**src/rtl/alu_pkg.sv**
```systemverilog
// Shared ALU definitions: opcodes, bubble, correction-cycle count.
// Used by the issue stage and the ALU correction logic alike.
package alu_pkg;

  localparam logic [2:0] SEL_ADD = 3'b000;
  localparam logic [2:0] SEL_MUL = 3'b001;

  localparam logic [15:0] BUBBLE_A   = 16'h0000;
  localparam logic [15:0] BUBBLE_B   = 16'h0000;
  localparam logic [2:0]  BUBBLE_SEL = SEL_ADD;

  typedef enum logic [1:0] {
    ST_IDLE,
    ST_ISSUE,
    ST_GAP
  } iss_state_e;

  // Only the low nibbles of the operands affect the correction count.
  function automatic logic [1:0] corr_cycles(
    input logic [3:0] a,
    input logic [3:0] b,
    input logic [2:0] sel
  );
    logic       e0, e1, ah, al, bh, bl;
    logic [1:0] k;
    e0 = a[0] & b[0];
    e1 = a[1] & b[1];
    ah = a[3] & a[2];
    al = a[1] & a[0];
    bh = b[3] & b[2];
    bl = b[1] & b[0];
    k  = 2'd0;
    case (sel)
      SEL_ADD: begin
        case ({e0, e1})
          2'b00:   k = 2'd0;
          2'b01:   k = 2'd1;
          2'b10:   k = 2'd2;
          default: k = 2'd1;
        endcase
      end
      SEL_MUL: begin
        case ({ah, al, bh, bl})
          4'b0101, 4'b0110, 4'b1001,
          4'b0111, 4'b1101, 4'b1010,
          4'b1011, 4'b1110, 4'b1111:
            k = 2'd1;
          default: k = 2'd0;
        endcase
      end
      default: k = 2'd0;
    endcase
    return k;
  endfunction

endpackage

```
**src/rtl/alu_op_fifo.sv**
```systemverilog
// Operation FIFO for the ALU issue stage.
// Power-of-two depth, no bypass, occupancy count.
module alu_op_fifo #(
  parameter int DEPTH = 4,
  parameter int W     = 39
) (
  input  logic                     clk,
  input  logic                     rst_n,
  input  logic                     push_i,
  input  logic [W-1:0]             wdata_i,
  input  logic                     pop_i,
  output logic [W-1:0]             rdata_o,
  output logic                     full_o,
  output logic                     empty_o,
  output logic [$clog2(DEPTH):0]   level_o
);

  localparam int AW = $clog2(DEPTH);
  localparam int LW = AW + 1;

  logic [W-1:0]  mem_q [DEPTH];
  logic [AW-1:0] wr_q, rd_q;
  logic [LW-1:0] cnt_q;
  logic          do_push, do_pop;

  assign full_o  = (cnt_q == LW'(DEPTH));
  assign empty_o = (cnt_q == '0);
  assign do_push = push_i && !full_o;
  assign do_pop  = pop_i && !empty_o;
  assign rdata_o = mem_q[rd_q];
  assign level_o = cnt_q;

  // Storage array, written on accepted pushes.
  always_ff @(posedge clk) begin
    if (do_push) mem_q[wr_q] <= wdata_i;
  end

  // Pointers and occupancy.
  always_ff @(posedge clk or negedge rst_n) begin
    if (!rst_n) begin
      wr_q  <= '0;
      rd_q  <= '0;
      cnt_q <= '0;
    end else begin
      if (do_push) wr_q <= wr_q + 1'b1;
      if (do_pop)  rd_q <= rd_q + 1'b1;
      case ({do_push, do_pop})
        2'b10:   cnt_q <= cnt_q + 1'b1;
        2'b01:   cnt_q <= cnt_q - 1'b1;
        default: cnt_q <= cnt_q;
      endcase
    end
  end

endmodule

```
**src/rtl/alu_op_issuer.sv**
```systemverilog
// Issue stage ahead of the corrected approximate ALU.
// Spaces ops by their correction count and flags final results.
module alu_op_issuer
  import alu_pkg::*;
#(
  parameter int DEPTH = 4,
  parameter int TAG_W = 4
) (
  input  logic                   clk,
  input  logic                   rst_n,
  input  logic                   in_valid,
  output logic                   in_ready,
  input  logic [15:0]            in_a,
  input  logic [15:0]            in_b,
  input  logic [2:0]             in_sel,
  input  logic [TAG_W-1:0]       in_tag,
  output logic [15:0]            alu_a,
  output logic [15:0]            alu_b,
  output logic [2:0]             alu_sel,
  output logic                   res_valid,
  output logic [TAG_W-1:0]       res_tag,
  output logic [$clog2(DEPTH):0] level
);

  localparam int W = 35 + TAG_W;

  iss_state_e       state_q;
  logic [1:0]       gap_q;
  logic [15:0]      alu_a_q, alu_b_q;
  logic [2:0]       alu_sel_q;
  logic             full, empty, pop;
  logic [W-1:0]     rdata;
  logic [15:0]      ent_a, ent_b;
  logic [2:0]       ent_sel;
  logic [TAG_W-1:0] ent_tag;
  logic [1:0]       k, slot;
  logic [3:0]       sv_q;
  logic [TAG_W-1:0] st_q [4];
  logic             res_valid_q;
  logic [TAG_W-1:0] res_tag_q;

  alu_op_fifo #(
    .DEPTH (DEPTH),
    .W     (W)
  ) u_fifo (
    .clk     (clk),
    .rst_n   (rst_n),
    .push_i  (in_valid),
    .wdata_i ({in_a, in_b, in_sel, in_tag}),
    .pop_i   (pop),
    .rdata_o (rdata),
    .full_o  (full),
    .empty_o (empty),
    .level_o (level)
  );

  assign in_ready = !full;
  assign ent_a    = rdata[W-1 -: 16];
  assign ent_b    = rdata[W-17 -: 16];
  assign ent_sel  = rdata[TAG_W +: 3];
  assign ent_tag  = rdata[TAG_W-1:0];
  assign k        = corr_cycles(ent_a[3:0], ent_b[3:0], ent_sel);
  assign slot     = k + 2'd1;

  assign alu_a     = alu_a_q;
  assign alu_b     = alu_b_q;
  assign alu_sel   = alu_sel_q;
  assign res_valid = res_valid_q;
  assign res_tag   = res_tag_q;

  // Pop when the ALU is free to take the next op.
  always_comb begin
    pop = 1'b0;
    unique case (state_q)
      ST_IDLE:  pop = !empty;
      ST_ISSUE: pop = !empty && (gap_q == 2'd0);
      ST_GAP:   pop = !empty && (gap_q == 2'd1);
      default:  pop = 1'b0;
    endcase
  end

  // Issue FSM: drive one op, then bubbles for its correction cycles.
  always_ff @(posedge clk or negedge rst_n) begin
    if (!rst_n) begin
      state_q   <= ST_IDLE;
      gap_q     <= 2'd0;
      alu_a_q   <= BUBBLE_A;
      alu_b_q   <= BUBBLE_B;
      alu_sel_q <= BUBBLE_SEL;
    end else if (pop) begin
      state_q   <= ST_ISSUE;
      gap_q     <= k;
      alu_a_q   <= ent_a;
      alu_b_q   <= ent_b;
      alu_sel_q <= ent_sel;
    end else begin
      alu_a_q   <= BUBBLE_A;
      alu_b_q   <= BUBBLE_B;
      alu_sel_q <= BUBBLE_SEL;
      unique case (state_q)
        ST_ISSUE: begin
          state_q <= (gap_q == 2'd0) ? ST_IDLE : ST_GAP;
        end
        ST_GAP: begin
          if (gap_q == 2'd1) begin
            state_q <= ST_IDLE;
            gap_q   <= 2'd0;
          end else begin
            gap_q <= gap_q - 2'd1;
          end
        end
        default: state_q <= ST_IDLE;
      endcase
    end
  end

  // Completion line: an op lands in slot k+1 and fires 2+k later.
  always_ff @(posedge clk or negedge rst_n) begin
    if (!rst_n) begin
      sv_q        <= '0;
      for (int i = 0; i < 4; i++) st_q[i] <= '0;
      res_valid_q <= 1'b0;
      res_tag_q   <= '0;
    end else begin
      for (int i = 0; i < 3; i++) begin
        sv_q[i] <= sv_q[i+1];
        st_q[i] <= st_q[i+1];
      end
      sv_q[3] <= 1'b0;
      st_q[3] <= '0;
      if (pop) begin
        sv_q[slot] <= 1'b1;
        st_q[slot] <= ent_tag;
      end
      res_valid_q <= sv_q[0];
      res_tag_q   <= sv_q[0] ? st_q[0] : '0;
    end
  end

endmodule

```
**config.mk**
```make
export PLATFORM = sky130hd
export DESIGN_NAME = alu_op_issuer
export DESIGN_NICKNAME = d
export VERILOG_FILES = /design/src/rtl/alu_pkg.sv /design/src/rtl/alu_op_fifo.sv /design/src/rtl/alu_op_issuer.sv
export SDC_FILE = /design/constraint.sdc
export NUM_CORES = 1
export LEC_CHECK = 0
export CAP_MARGIN = 15
export CORE_MARGIN = 2
export CORE_UTILIZATION = 49
export CTS_CLUSTER_SIZE = 12
export DETAILED_ROUTE_END_ITERATION = 8
export PLACE_DENSITY = 0.7
export SETUP_SLACK_MARGIN = 0.4
export SLEW_MARGIN = 30
export SYNTH_ARGS = -nofsm -noshare
export SYNTH_HDL_FRONTEND = slang
export SYNTH_SLANG_ARGS = --single-unit
```
**constraint.sdc**
```tcl
create_clock -name clk -period 6.3 [get_ports clk]
set_clock_uncertainty 0.15 [all_clocks]
set_input_delay 1.26 -clock clk [delete_from_list [all_inputs] [get_ports clk]]
set_output_delay 1.26 -clock clk [all_outputs]
set_load 0.1 [all_outputs]
```
==> metrics.md <==
| Metric | Value |
|---|---|
| Core area | `16600 um^2` |
| CTS sink count | `227` |
| Met2 Use GR | `0.281` |
| Synth top area cells | `edfxtp_1, dfrtp_1, mux4_2` |
| Share of the synthesized area in the top cell type | `0.561` |
| Total number of vias | `3920` |
| Met3 Track Usage GR | `0.0289` |
| Initial antenna violation count | `0` |
| Post_cts resized | `0` |
| # rows | `47` |
| Met1 Usage GRT | `0.237` |
| Max clock buf depth | `3` |
| Footprint of the multi-input gates | `1780 um^2` |
| Min Tclk post-route | `3.78 ns` |
| Hold Fails Final Rpt | `0` |
| Hold WC Path Type | `reg -> reg` |
| Setup TNS | `0 ns` |
| Post-DP HPWL | `8.43 mm` |
| GR peak layer | `met2` |
| Initial drt markers | `255` |
| CP arrival | `2.37 ns` |
| Ports | `86` |
| Period Utilization, post-route | `0.600` |
| Outcome | `completed` |
| Vias in the first global route | `4223` |
| First-pass GRT wire length | `23.3 mm` |
| FF/Latch Area | `6470 um^2` |
| # setup viols final | `0` |
| Starting density of the core | `0.502` |
| Clock root buffer | `clkbuf_16` |
| Post-synthesis net count | `461` |
| Worst-path cell chain | `nor2_1, nand2_1, clkdlybuf4s50_1` |
| Synthesized area | `8360 um^2` |
| DR WL/cell | `19.9 um` |
| Slowest CP cell | `clkdlybuf4s50_1` |
| Final nets | `553` |
| YS warnings | `0` |
| Clk_lat worst skew | `0.50 ns` |
| Total grt overflow | `0` |
| Port Buffers | `85` |
| Postcts setup bufs | `0` |
| Chip width | `135 um` |
| Count leader, synth | `edfxtp_1` |
| Top_reg_cell synth | `edfxtp_1` |
| Filler cells | `1169` |
| Worst Path Required | `4.89 ns` |
| Hold buffer count at CTS | `0` |
| Fmax | `0.265 GHz` |
| GRT Overall Usage | `0.170` |
| Seq cells post-synth | `227` |
| Total Wirelength | `14.6 mm` |
| CP Capture Type | `output pin` |
| RSZ-0062 raised after global routing | `false` |
| Syn Inst Count | `407` |
| Max Cap Viol | `0` |
| Worst-path fanout max | `6` |
| Slew Limit Fails | `0` |
| Gpl congestion | `0.733` |
| Synth top cells by count | `edfxtp_1, dfrtp_1, and3_1, mux4_2, clkbuf_1` |
| First-pass detailed-route iteration total | `4` |
| CTS H-tree lvls | `1` |
| Async S/R FF share, synth | `0.313` |
| Synth cell types | `40` |
| Crit-path max cell delay | `1.17 ns` |
| CTS tree | `done` |
| CP Class | `reg -> out` |
| Nature of the critical path startpoint | `flip-flop` |
| Biggest area consumer among synthesized cells | `edfxtp_1` |
| EDFF count, synth | `156` |
| Remaining antenna violation count | `0` |
| Register clock-pin slew on the reported worst setup and hold paths | `0.06 ns` |
| Die height | `135 um` |
| Worst-margin pin slew | `0.988 ns` |
| Sequential cell area fraction in the yosys report | `0.773` |
| Drt drc | `0` |
| Worst rel slew slack | `0.339` |
| Avg Cell Area, Syn | `20.5 um^2` |
| Num CTS Buffers | `23` |
| Synthesis-to-finish area growth | `20.7%` |
| Die ar. | `18100 um^2` |
| Largest net degree at the start of global routing | `72` |
| Layout cells sized above 1 | `0.175` |
| Inserted Diodes | `0` |
| Vias per cell | `5.34` |
-- layer usage --
metal / routed length (um) / vias up
met5: 0 / -
met4: 304 / 0
met3: 701 / 29
met2: 7180 / 94
met1: 6460 / 2041
li1: - / 1756
-- state kept, by name, summed over array words and instances (netlist names), 3 cells and up --
register        flops
alu_a              16
alu_b              16
alu_sel             3
res_tag             4
st_q               16
sv_q                4
u_fifo.level_o      3
u_fifo.mem_q      156
-- area by class of cell --
class,instances,share of cell area
flip-flops and latches,227,0.641
repair buffers,87,0.0860
well taps,220,0.0273
inverters,9,0.00335
clock buffers,37,0.0643
clock inverters,3,0.00174
multi-input cells,151,0.176
-- kinds of logic after synthesis --
kind of cell,count (synthesis),synth area share
DFF,227,0.773
and+or+nand+nor,69,0.0476
muxes,50,0.123
buffers and inverters,29,0.0166
AOI/OAI and AO/OA,14,0.0144
adders and majority gates,12,0.0189
xor gates and xnor gates,6,0.00629
-- layout by cell type (no fill, tap or decap), drive strengths merged, types with 2 or more instances in the layout --
cell / count
a21o: 2
a22oi: 2
and2: 9
and3: 38
buf: 3
clkbuf: 37
clkdlybuf4s50: 84
clkinv: 2
dfrtp: 71
edfxtp: 156
ha: 11
inv: 10
mux2: 10
mux4: 39
nand2: 7
nand3: 2
nor2: 7
o21ai: 4
or2: 2
xnor2: 5
-- critical path: cells and delay by family, from the launching register on --
kind                   cells  cell delay (ns)
buffers and inverters      1             1.17
flip-flops                 1             0.46
AND/OR/NAND/NOR            2             0.24
-- final timing paths --
| check | start | slack [ns] | depth (start not counted) | endpoint |
|---|---|---|---|---|
| max in group asynchronous | rst_n | 4.88 | 1 | u_fifo.rd_q[1] |
| min reg2reg | sv_q[1] | 0.19 | 0 | sv_q[0] |
| max reg2reg | u_fifo.rd_q[0] | 2.97 | 6 | st_q[11] |
| min | sv_q[1] | 0.19 | 0 | sv_q[0] |
| min in group asynchronous | rst_n | 0.62 | 1 | alu_b[11] |
| max | u_fifo.level_o[0] | 2.52 | 3 | in_ready |
-- per-stage QoR --
step	worst slack, ns	utilization	cells	hold slack [ns]	cell area, um^2
2_1_floorplan	2.81	-	407	0.234	8360
3_3_place_gp	2.80	0.565	694	0.183	9400
3_5_place_dp	2.88	0.566	694	0.185	9420
4_1_cts	2.50	0.606	734	0.191	10100
5_1_grt	2.44	0.606	734	0.191	10100
6_report	2.52	0.606	734	0.193	10100
Power is left out: the tool's default activity adds up to more than one toggle a clock period on the data nets, which glitch-free logic cannot reach.
